**src/rtl/dmem_arbiter.sv**
```systemverilog
// Purpose: shares the LSU load/store port between m0 (core) and m1 (debug/loader), round-robin or m0-priority.
// Latency: req sampled in IDLE -> gnt the next cycle (ACCESS) -> rvalid the cycle after (RESP); one access per 3 cycles.
// Backpressure: a requester holds req and fields until its gnt; requests arriving in ACCESS/RESP wait for the next IDLE.
module dmem_arbiter #(
    parameter int ADDR_W = 16,
    parameter bit RR_EN  = 1'b1
) (
    input  logic              clk,
    input  logic              rst,
    input  logic              m0_req,
    input  logic              m0_we,
    input  logic [ADDR_W-1:0] m0_addr,
    input  logic [31:0]       m0_wdata,
    input  logic [3:0]        m0_bmask,
    input  logic [2:0]        m0_ld_sel,
    output logic              m0_gnt,
    output logic              m0_rvalid,
    output logic [31:0]       m0_rdata,
    input  logic              m1_req,
    input  logic              m1_we,
    input  logic [ADDR_W-1:0] m1_addr,
    input  logic [31:0]       m1_wdata,
    input  logic [3:0]        m1_bmask,
    input  logic [2:0]        m1_ld_sel,
    output logic              m1_gnt,
    output logic              m1_rvalid,
    output logic [31:0]       m1_rdata,
    output logic [ADDR_W-1:0] mem_addr,
    output logic [31:0]       mem_wdata,
    output logic              mem_wr_en,
    output logic [3:0]        mem_bmask,
    output logic [2:0]        mem_ld_sel,
    input  logic [31:0]       mem_rdata,
    output logic              busy
);

    typedef enum logic [1:0] {
        IDLE   = 2'd0,
        ACCESS = 2'd1,
        RESP   = 2'd2
    } state_t;

    state_t state, state_nxt;

    // sel/last: 0 = m0, 1 = m1. last resets to 1 so m0 wins the first tie.
    logic              sel;
    logic              last;
    logic              take;
    logic              pick;

    logic              lat_we;
    logic [ADDR_W-1:0] lat_addr;
    logic [31:0]       lat_wdata;
    logic [3:0]        lat_bmask;
    logic [2:0]        lat_ld_sel;

    // State register.
    always_ff @(posedge clk) begin
        if (rst) begin
            state <= IDLE;
        end else begin
            state <= state_nxt;
        end
    end

    // Next state and arbitration decision; a winner is only chosen in IDLE.
    always_comb begin
        state_nxt = state;
        take      = 1'b0;
        pick      = 1'b0;
        case (state)
            IDLE: begin
                if (m0_req || m1_req) begin
                    take      = 1'b1;
                    state_nxt = ACCESS;
                    if (m0_req && m1_req) begin
                        pick = RR_EN ? ~last : 1'b0;
                    end else begin
                        pick = m1_req;
                    end
                end
            end
            ACCESS:  state_nxt = RESP;
            RESP:    state_nxt = IDLE;
            default: state_nxt = IDLE;
        endcase
    end

    // Latch the winner's fields, update the fairness pointer and capture read data.
    always_ff @(posedge clk) begin
        if (rst) begin
            sel        <= 1'b0;
            last       <= 1'b1;
            lat_we     <= 1'b0;
            lat_addr   <= '0;
            lat_wdata  <= '0;
            lat_bmask  <= '0;
            lat_ld_sel <= '0;
            m0_rdata   <= '0;
            m1_rdata   <= '0;
        end else begin
            if (take) begin
                sel        <= pick;
                lat_we     <= pick ? m1_we     : m0_we;
                lat_addr   <= pick ? m1_addr   : m0_addr;
                lat_wdata  <= pick ? m1_wdata  : m0_wdata;
                lat_bmask  <= pick ? m1_bmask  : m0_bmask;
                lat_ld_sel <= pick ? m1_ld_sel : m0_ld_sel;
            end
            if (state == ACCESS) begin
                last <= sel;
                // Only the selected requester's rdata register is written.
                if (sel) begin
                    m1_rdata <= mem_rdata;
                end else begin
                    m0_rdata <= mem_rdata;
                end
            end
        end
    end

    // The LSU always sees the latched request; writes are qualified to ACCESS only.
    assign mem_addr   = lat_addr;
    assign mem_wdata  = lat_wdata;
    assign mem_bmask  = lat_bmask;
    assign mem_ld_sel = lat_ld_sel;
    assign mem_wr_en  = (state == ACCESS) && lat_we;

    assign m0_gnt    = (state == ACCESS) && !sel;
    assign m1_gnt    = (state == ACCESS) &&  sel;
    assign m0_rvalid = (state == RESP)   && !sel;
    assign m1_rvalid = (state == RESP)   &&  sel;
    assign busy      = (state != IDLE);

endmodule

```
**config.mk**
```make
export PLATFORM = sky130hd
export DESIGN_NAME = dmem_arbiter
export DESIGN_NICKNAME = d
export VERILOG_FILES = /design/src/rtl/dmem_arbiter.sv
export SDC_FILE = /design/constraint.sdc
export NUM_CORES = 1
export LEC_CHECK = 0
export CORE_MARGIN = 4
export CORE_UTILIZATION = 43
export CTS_CLUSTER_SIZE = 8
export DETAILED_ROUTE_END_ITERATION = 12
export PLACE_DENSITY = 0.93
export REMOVE_ABC_BUFFERS = 1
export SLEW_MARGIN = 20
export SYNTH_ARGS = -nofsm -noshare
export SYNTH_HDL_FRONTEND = slang
export SYNTH_SLANG_ARGS = --single-unit
```
**constraint.sdc**
```tcl
create_clock -name clk -period 4.5 [get_ports clk]
set_input_delay 1.125 -clock clk [delete_from_list [all_inputs] [get_ports clk]]
set_output_delay 1.125 -clock clk [all_outputs]
set_load 0.02 [all_outputs]
```
==> impl_metrics.ini, run 1 <==
[run_status]
outcome = complete, no violations

[logic_synthesis]
yosysSeqAreaShare_pct = 48.3
synth_area_sq_um = 5140
synth_cells = 614
synth-seq-cells = 124
yosysUniqueCellTypes = 26
avgSynthCellArea_sq_um = 8.38
synth_flop_cell = dfxtp_1
synth-edff-count = 0
postSynth.asyncResetShare_pct = 0
yosys_warnings = 0

[worst_setup_path]
path_class = reg -> out
crit_family = buffers and inverters
worstSetupStartpointType = register
slowest_delay_ns = 0.60
path_cells = or3b_1 > buf_4 > inv_2 > clkdlybuf4s50_1
crit_path_end_kind = primary output
rr_startpoint = state[1]$_SDFFE_PP0P_
arrival_ns = 2.24
critPathSlowestCell = clkdlybuf4s50_1
crit_fanout = 33
startpoint = state[0]$_SDFFE_PP0P_
regToRegEndpoint = mem_wdata[2]$_SDFFE_PP0P_
worst-path-buf-inv = 3
reg2reg_depth = 5
crit_required_ns = 3.38
r2r_slack_ns = 2.44

[job]
cap_violations = 0

[floorplan]
die_w_microns = 117
core_sq_um = 11600
io_pins = 273
die_area_sq_um = 13800
start_util_pct = 44.5
rows = 39
die_height_microns = 117

[clock_tree]
clk_pin_slew_ns = 0.06
cts.hold.buffers_added = 0
root_buffer = clkbuf_16
cts-resized-gates = 0
cts_setup_buffers = 0
worstSkewPairLatency_ns = 0.42
cts_buffers = 17
clk_path_buf_depth = 2
cts_tree = done
htreeDepth = 4
clkSinkCount = 124

[cells_and_area]
insertedDiodeCount = 0
drive_gt1_share_pct = 10.0
finalInstanceArea_sq_um = 8510
final.fill_count = 768
area_delta_synth_final_pct = 65.5
layout_commonest_cell = clkdlybuf4s50_1
layout_common_cells = 271 x clkdlybuf4s50_1, 130 x nand2_1, 124 x dfxtp_1
nets = 1013

[sta]
fin_crit_sh_pct = 74.7
fmax_mhz = 298
layout_min_cycle_time_ns = 3.36
tns_ns = 0
skew_ns = 0.00703
rsz0062_at_grt = false
finalHoldViolations = 0
tightest_slew_ns = 0.715
setup_viol = 0
slew_headroom_pct = 52.3
slew_viol_final = 0

[drt]
drtAntennaViolNets = 0
viasPerCell = 5.31
vias = 5420
drt_pre_antenna_iters = 5
drt_iter0_drc = 533
drt_wl_total_microns = 19300
drt-wirelength-per-cell_microns = 18.9
post-route-drc-count = 0

[grt]
grt_pass1_wl_microns = 30400
antenna_found_initial = 0
grt_pass1_vias = 5623
grtUsageTotal_pct = 27.8
grt_max_degree = 70
grt_overflow = 0

[hold_path]
hp-class = reg -> reg
hold_end = m0_rdata[21]$_SDFFE_PP0P_
min_from = m0_rdata[21]$_SDFFE_PP0P_
holdPathStages = 2

[placed_design]
dp_hpwl_microns = 13000
placedInstanceArea_sq_um = 7920
port_buffers = 272
routabilityCongestion = 0.811

[pwr]
leakage_nw = 3.09
max-vdd-ir-drop_uv = 331
power_density_nw_per_um2 = 387
kinds of logic after synthesis:
| group | count (synthesis) | share of synthesized area [%] |
|---|---|---|
| and+or+nand+nor | 195 | 14.8 |
| AOI/OAI and AO/OA | 184 | 27.9 |
| DFF | 124 | 48.3 |
| buffers and inverters | 111 | 8.98 |
worst reg2reg max path, stage by stage, from the launching register on:
cell and delay, ns:
dfxtp_1 0.36, nor2_4 0.13, inv_2 0.08, or3_2 0.69, buf_4 0.35, o32ai_1 0.33
state kept, by name, summed over array words and instances (netlist names):
signal and cells:
m0_rdata 32, m1_rdata 32, mem_wdata 32, mem_addr 16, mem_bmask 4, mem_ld_sel 3, state 2, last 1
lat_we 1, sel 1
synth_stat cells (2+ instances only):
library cell  count  area [sq um]
clkbuf_1         36           135
a21oi_1         121           606
o21ai_0           3          15.0
buf_6             4          45.0
inv_1            58           218
nor2_1           58           218
buf_2             9          45.0
o32ai_1          16           140
inv_2             2          7.51
nand2_1         130           488
dfxtp_1         124          2480
o32ai_2          39           634
layout make-up:
type,instances,area [sq um],share of cell area (%)
flip-flops and latches,124,2480,29.2
inverters,60,225,2.65
clock buffers,22,474,5.57
repair buffers,283,2810,33.1
clock inverters,10,114,1.34
multi-input cells,379,2220,26.1
well taps,143,179,2.10
metrics by stage:
| stage | setup slack (ns) | total power [mW] | utilization, % | cells | hold WS, ns |
|---|---|---|---|---|---|
| after global routing | 1.03 | 3.42 | 73.6 | 1021 | 0.464 |
| after CTS | 1.14 | 3.32 | 73.6 | 1021 | 0.453 |
| after detailed placement | 1.21 | 1.96 | 68.5 | 989 | 0.446 |
| after global placement | 1.30 | 1.94 | 68.5 | 989 | 0.440 |
| final | 1.14 | 3.30 | 73.6 | 1021 | 0.452 |
| after floorplan | -0.378 | 1.57 | - | 563 | 0.439 |
metal layers:
layer  GRT usage (%)  vias to the layer above  part of all wire [%]
met5               0                        -                     0
met2            44.3                      291                    47
li1                -                     2560                     -
met3            15.1                       56                    13
met4            13.4                        0                   4.1
met1            30.3                     2513                    36
report_power, final:
group | internal, mW | switching, mW | leakage (nW)
Clock | 0.856 | 0.497 | 0.279
Combinational | 0.351 | 0.366 | 1.79
Sequential | 1.18 | 0.0475 | 1.01
how the worst max path moves through the flow:
stage                                end  slack [ns]  cells past startpoint
6_report                          m0_gnt        1.14                      4
5_1_grt                           m0_gnt        1.03                      4
4_1_cts                           m0_gnt        1.14                      4
3_5_place_dp   mem_wdata[2]$_SDFFE_PP0P_        1.21                      5
3_3_place_gp   mem_wdata[1]$_SDFFE_PP0P_        1.30                      5
2_1_floorplan        lat_we$_SDFFE_PP0P_       -0.38                      4
Power figures use the tool's default switching activity.
==> run 2: changes to the inputs <==
--- a/config.mk
+++ b/config.mk
@@ -6,10 +6,10 @@
 export NUM_CORES = 1
 export LEC_CHECK = 0
 export CORE_MARGIN = 4
-export CORE_UTILIZATION = 43
+export CORE_UTILIZATION = 36
 export CTS_CLUSTER_SIZE = 8
 export DETAILED_ROUTE_END_ITERATION = 12
-export PLACE_DENSITY = 0.93
+export PLACE_DENSITY = 0.84
 export REMOVE_ABC_BUFFERS = 1
 export SLEW_MARGIN = 20
 export SYNTH_ARGS = -nofsm -noshare
==> constraint.sdc (replaced) <==
create_clock -name clk -period 2.9 [get_ports clk]
set_input_delay 0.725 -clock clk [delete_from_list [all_inputs] [get_ports clk]]
set_output_delay 0.725 -clock clk [all_outputs]
set_load 0.02 [all_outputs]
==> impl_metrics.ini, run 2 (same netlist as run 1, synthesis figures left out) <==
[run_status]
outcome = complete, no violations

[clock_tree]
clkSinkCount = 124
cts.hold.buffers_added = 0
htreeDepth = 4
clk_path_buf_depth = 2
cts_setup_buffers = 0
cts_buffers = 17
cts_tree = done
cts-resized-gates = 0
clk_pin_slew_ns = 0.06
worstSkewPairLatency_ns = 0.41
root_buffer = clkbuf_16

[sta]
skew_ns = 0.00807
slew_viol_final = 0
rsz0062_at_grt = false
layout_min_cycle_time_ns = 2.71
finalHoldViolations = 0
setup_viol = 0
fin_crit_sh_pct = 93.4
slew_headroom_pct = 52.9
tightest_slew_ns = 0.706
tns_ns = 0
fmax_mhz = 369

[drt]
drtAntennaViolNets = 0
viasPerCell = 5.05
drt_iter0_drc = 242
post-route-drc-count = 0
drt_pre_antenna_iters = 4
drt_wl_total_microns = 18000
drt-wirelength-per-cell_microns = 17.1
vias = 5343

[pwr]
leakage_nw = 3.12
swShare_pct = 27.9
internal_power_mw = 3.78
power_density_nw_per_um2 = 608
comb_power_share_pct = 21.1
p_sw_mw = 1.46
max-vdd-ir-drop_uv = 480
pwr-share-clk_pct = 42.6
finalPower_mw = 5.24
seq_power_share_pct = 36.2

[floorplan]
die_w_microns = 128
die_height_microns = 128
die_area_sq_um = 16300
io_pins = 273
start_util_pct = 36.9
core_sq_um = 13900
rows = 43

[grt]
grt_overflow = 0
grtUsageTotal_pct = 21.8
grt_pass1_vias = 5379
grt_pass1_wl_microns = 28000
antenna_found_initial = 0
grt_max_degree = 69

[worst_setup_path]
rr_startpoint = state[1]$_SDFFE_PP0P_
worstSetupStartpointType = register
r2r_slack_ns = 1.11
crit_fanout = 6
regToRegEndpoint = mem_wdata[2]$_SDFFE_PP0P_
reg2reg_depth = 5
crit_required_ns = 2.17
crit_path_end_kind = primary output
path_class = reg -> out
arrival_ns = 1.98

[cells_and_area]
area_delta_synth_final_pct = 67.6
drive_gt1_share_pct = 10.1
insertedDiodeCount = 0
layout_commonest_cell = clkdlybuf4s50_1
nets = 1012
layout_common_cells = 271 x clkdlybuf4s50_1, 130 x nand2_1, 124 x dfxtp_1
final_cells = 1057

[placed_design]
dp_cells = 1025
routabilityCongestion = 0.803
port_buffers = 272
dp_hpwl_microns = 12100

[hold_path]
hp-class = reg -> reg
min_from = m1_rdata[14]$_SDFFE_PP0P_
hold_end = m1_rdata[14]$_SDFFE_PP0P_
holdPathStages = 2

[job]
cap_violations = 0
[run 2: changes by cell type in the layout (fill, tap and decap cells not counted), sizes merged]
cell and delta:
buf -1, clkbuf -4, bufinv +1, inv +6, clkinvlp -3
[run 2: power by group through the flow]
stage               registers, mW  logic, mW  clock network, mW
floorplan                    2.07      0.371                  0
detailed placement           1.93       1.11                  0
global route                 1.91       1.18               2.36
CTS                          1.90       1.12               2.28
global placement             1.93       1.10                  0
finish                       1.90       1.11               2.23
[run 2: metrics by stage]
step,utilization (%),hold slack [ns],setup slack (ns),area [sq um]
detailed placement,57.4,0.445,0.312,8000
floorplan,-,0.439,-1.98,4910
CTS,61.9,0.454,0.160,8620
global route,61.9,0.466,0.107,8620
finish,61.9,0.452,0.192,8620
global placement,57.4,0.440,0.406,8000
[run 2: final cells by class]
type | count | area (sq um)
multi-input cells | 379 | 2220
clock buffers | 18 | 439
well taps | 180 | 225
flip-flops and latches | 124 | 2480
inverters | 60 | 225
clock inverters | 14 | 183
repair buffers | 282 | 2840
fillers | 1164 | 5320
[run 2: worst max-delay path by stage]
stage / cells past startpoint / end / slack [ns] / start
2_1_floorplan: 4 / lat_we$_SDFFE_PP0P_ / -1.98 / state[1]$_SDFFE_PP0P_
3_3_place_gp: 5 / mem_addr[15]$_SDFFE_PP0P_ / 0.41 / m0_req
3_5_place_dp: 5 / mem_ld_sel[1]$_SDFFE_PP0P_ / 0.31 / m0_req
4_1_cts: 3 / m0_gnt / 0.16 / state[0]$_SDFFE_PP0P_
5_1_grt: 3 / m0_gnt / 0.11 / state[0]$_SDFFE_PP0P_
6_report: 3 / m0_gnt / 0.19 / state[0]$_SDFFE_PP0P_
[run 2: routing by layer]
layer	part of all wire (%)	routed length [microns]	global-route usage (%)
met5	0	0	0
met4	2.0	363	7.19
met3	14	2560	12.0
met2	46	8380	35.1
met1	37	6740	24.5
[run 2: critical path, cell delays in order, from the launching register on]
cell and delay, ns:
dfxtp_1 0.45, or3b_1 0.42, inv_2 0.07, clkdlybuf4s50_1 0.63
==> run 3: changes to the inputs <==
--- a/config.mk
+++ b/config.mk
@@ -7,6 +7,7 @@
 export LEC_CHECK = 0
 export CORE_MARGIN = 4
 export CORE_UTILIZATION = 36
+export CTS_BUF_LIST = sky130_fd_sc_hd__clkbuf_8 sky130_fd_sc_hd__clkbuf_16
 export CTS_CLUSTER_SIZE = 8
 export DETAILED_ROUTE_END_ITERATION = 12
 export PLACE_DENSITY = 0.84
==> results of run 3 <==
The final DEF is identical to that of run 2; final timing and power are the same.
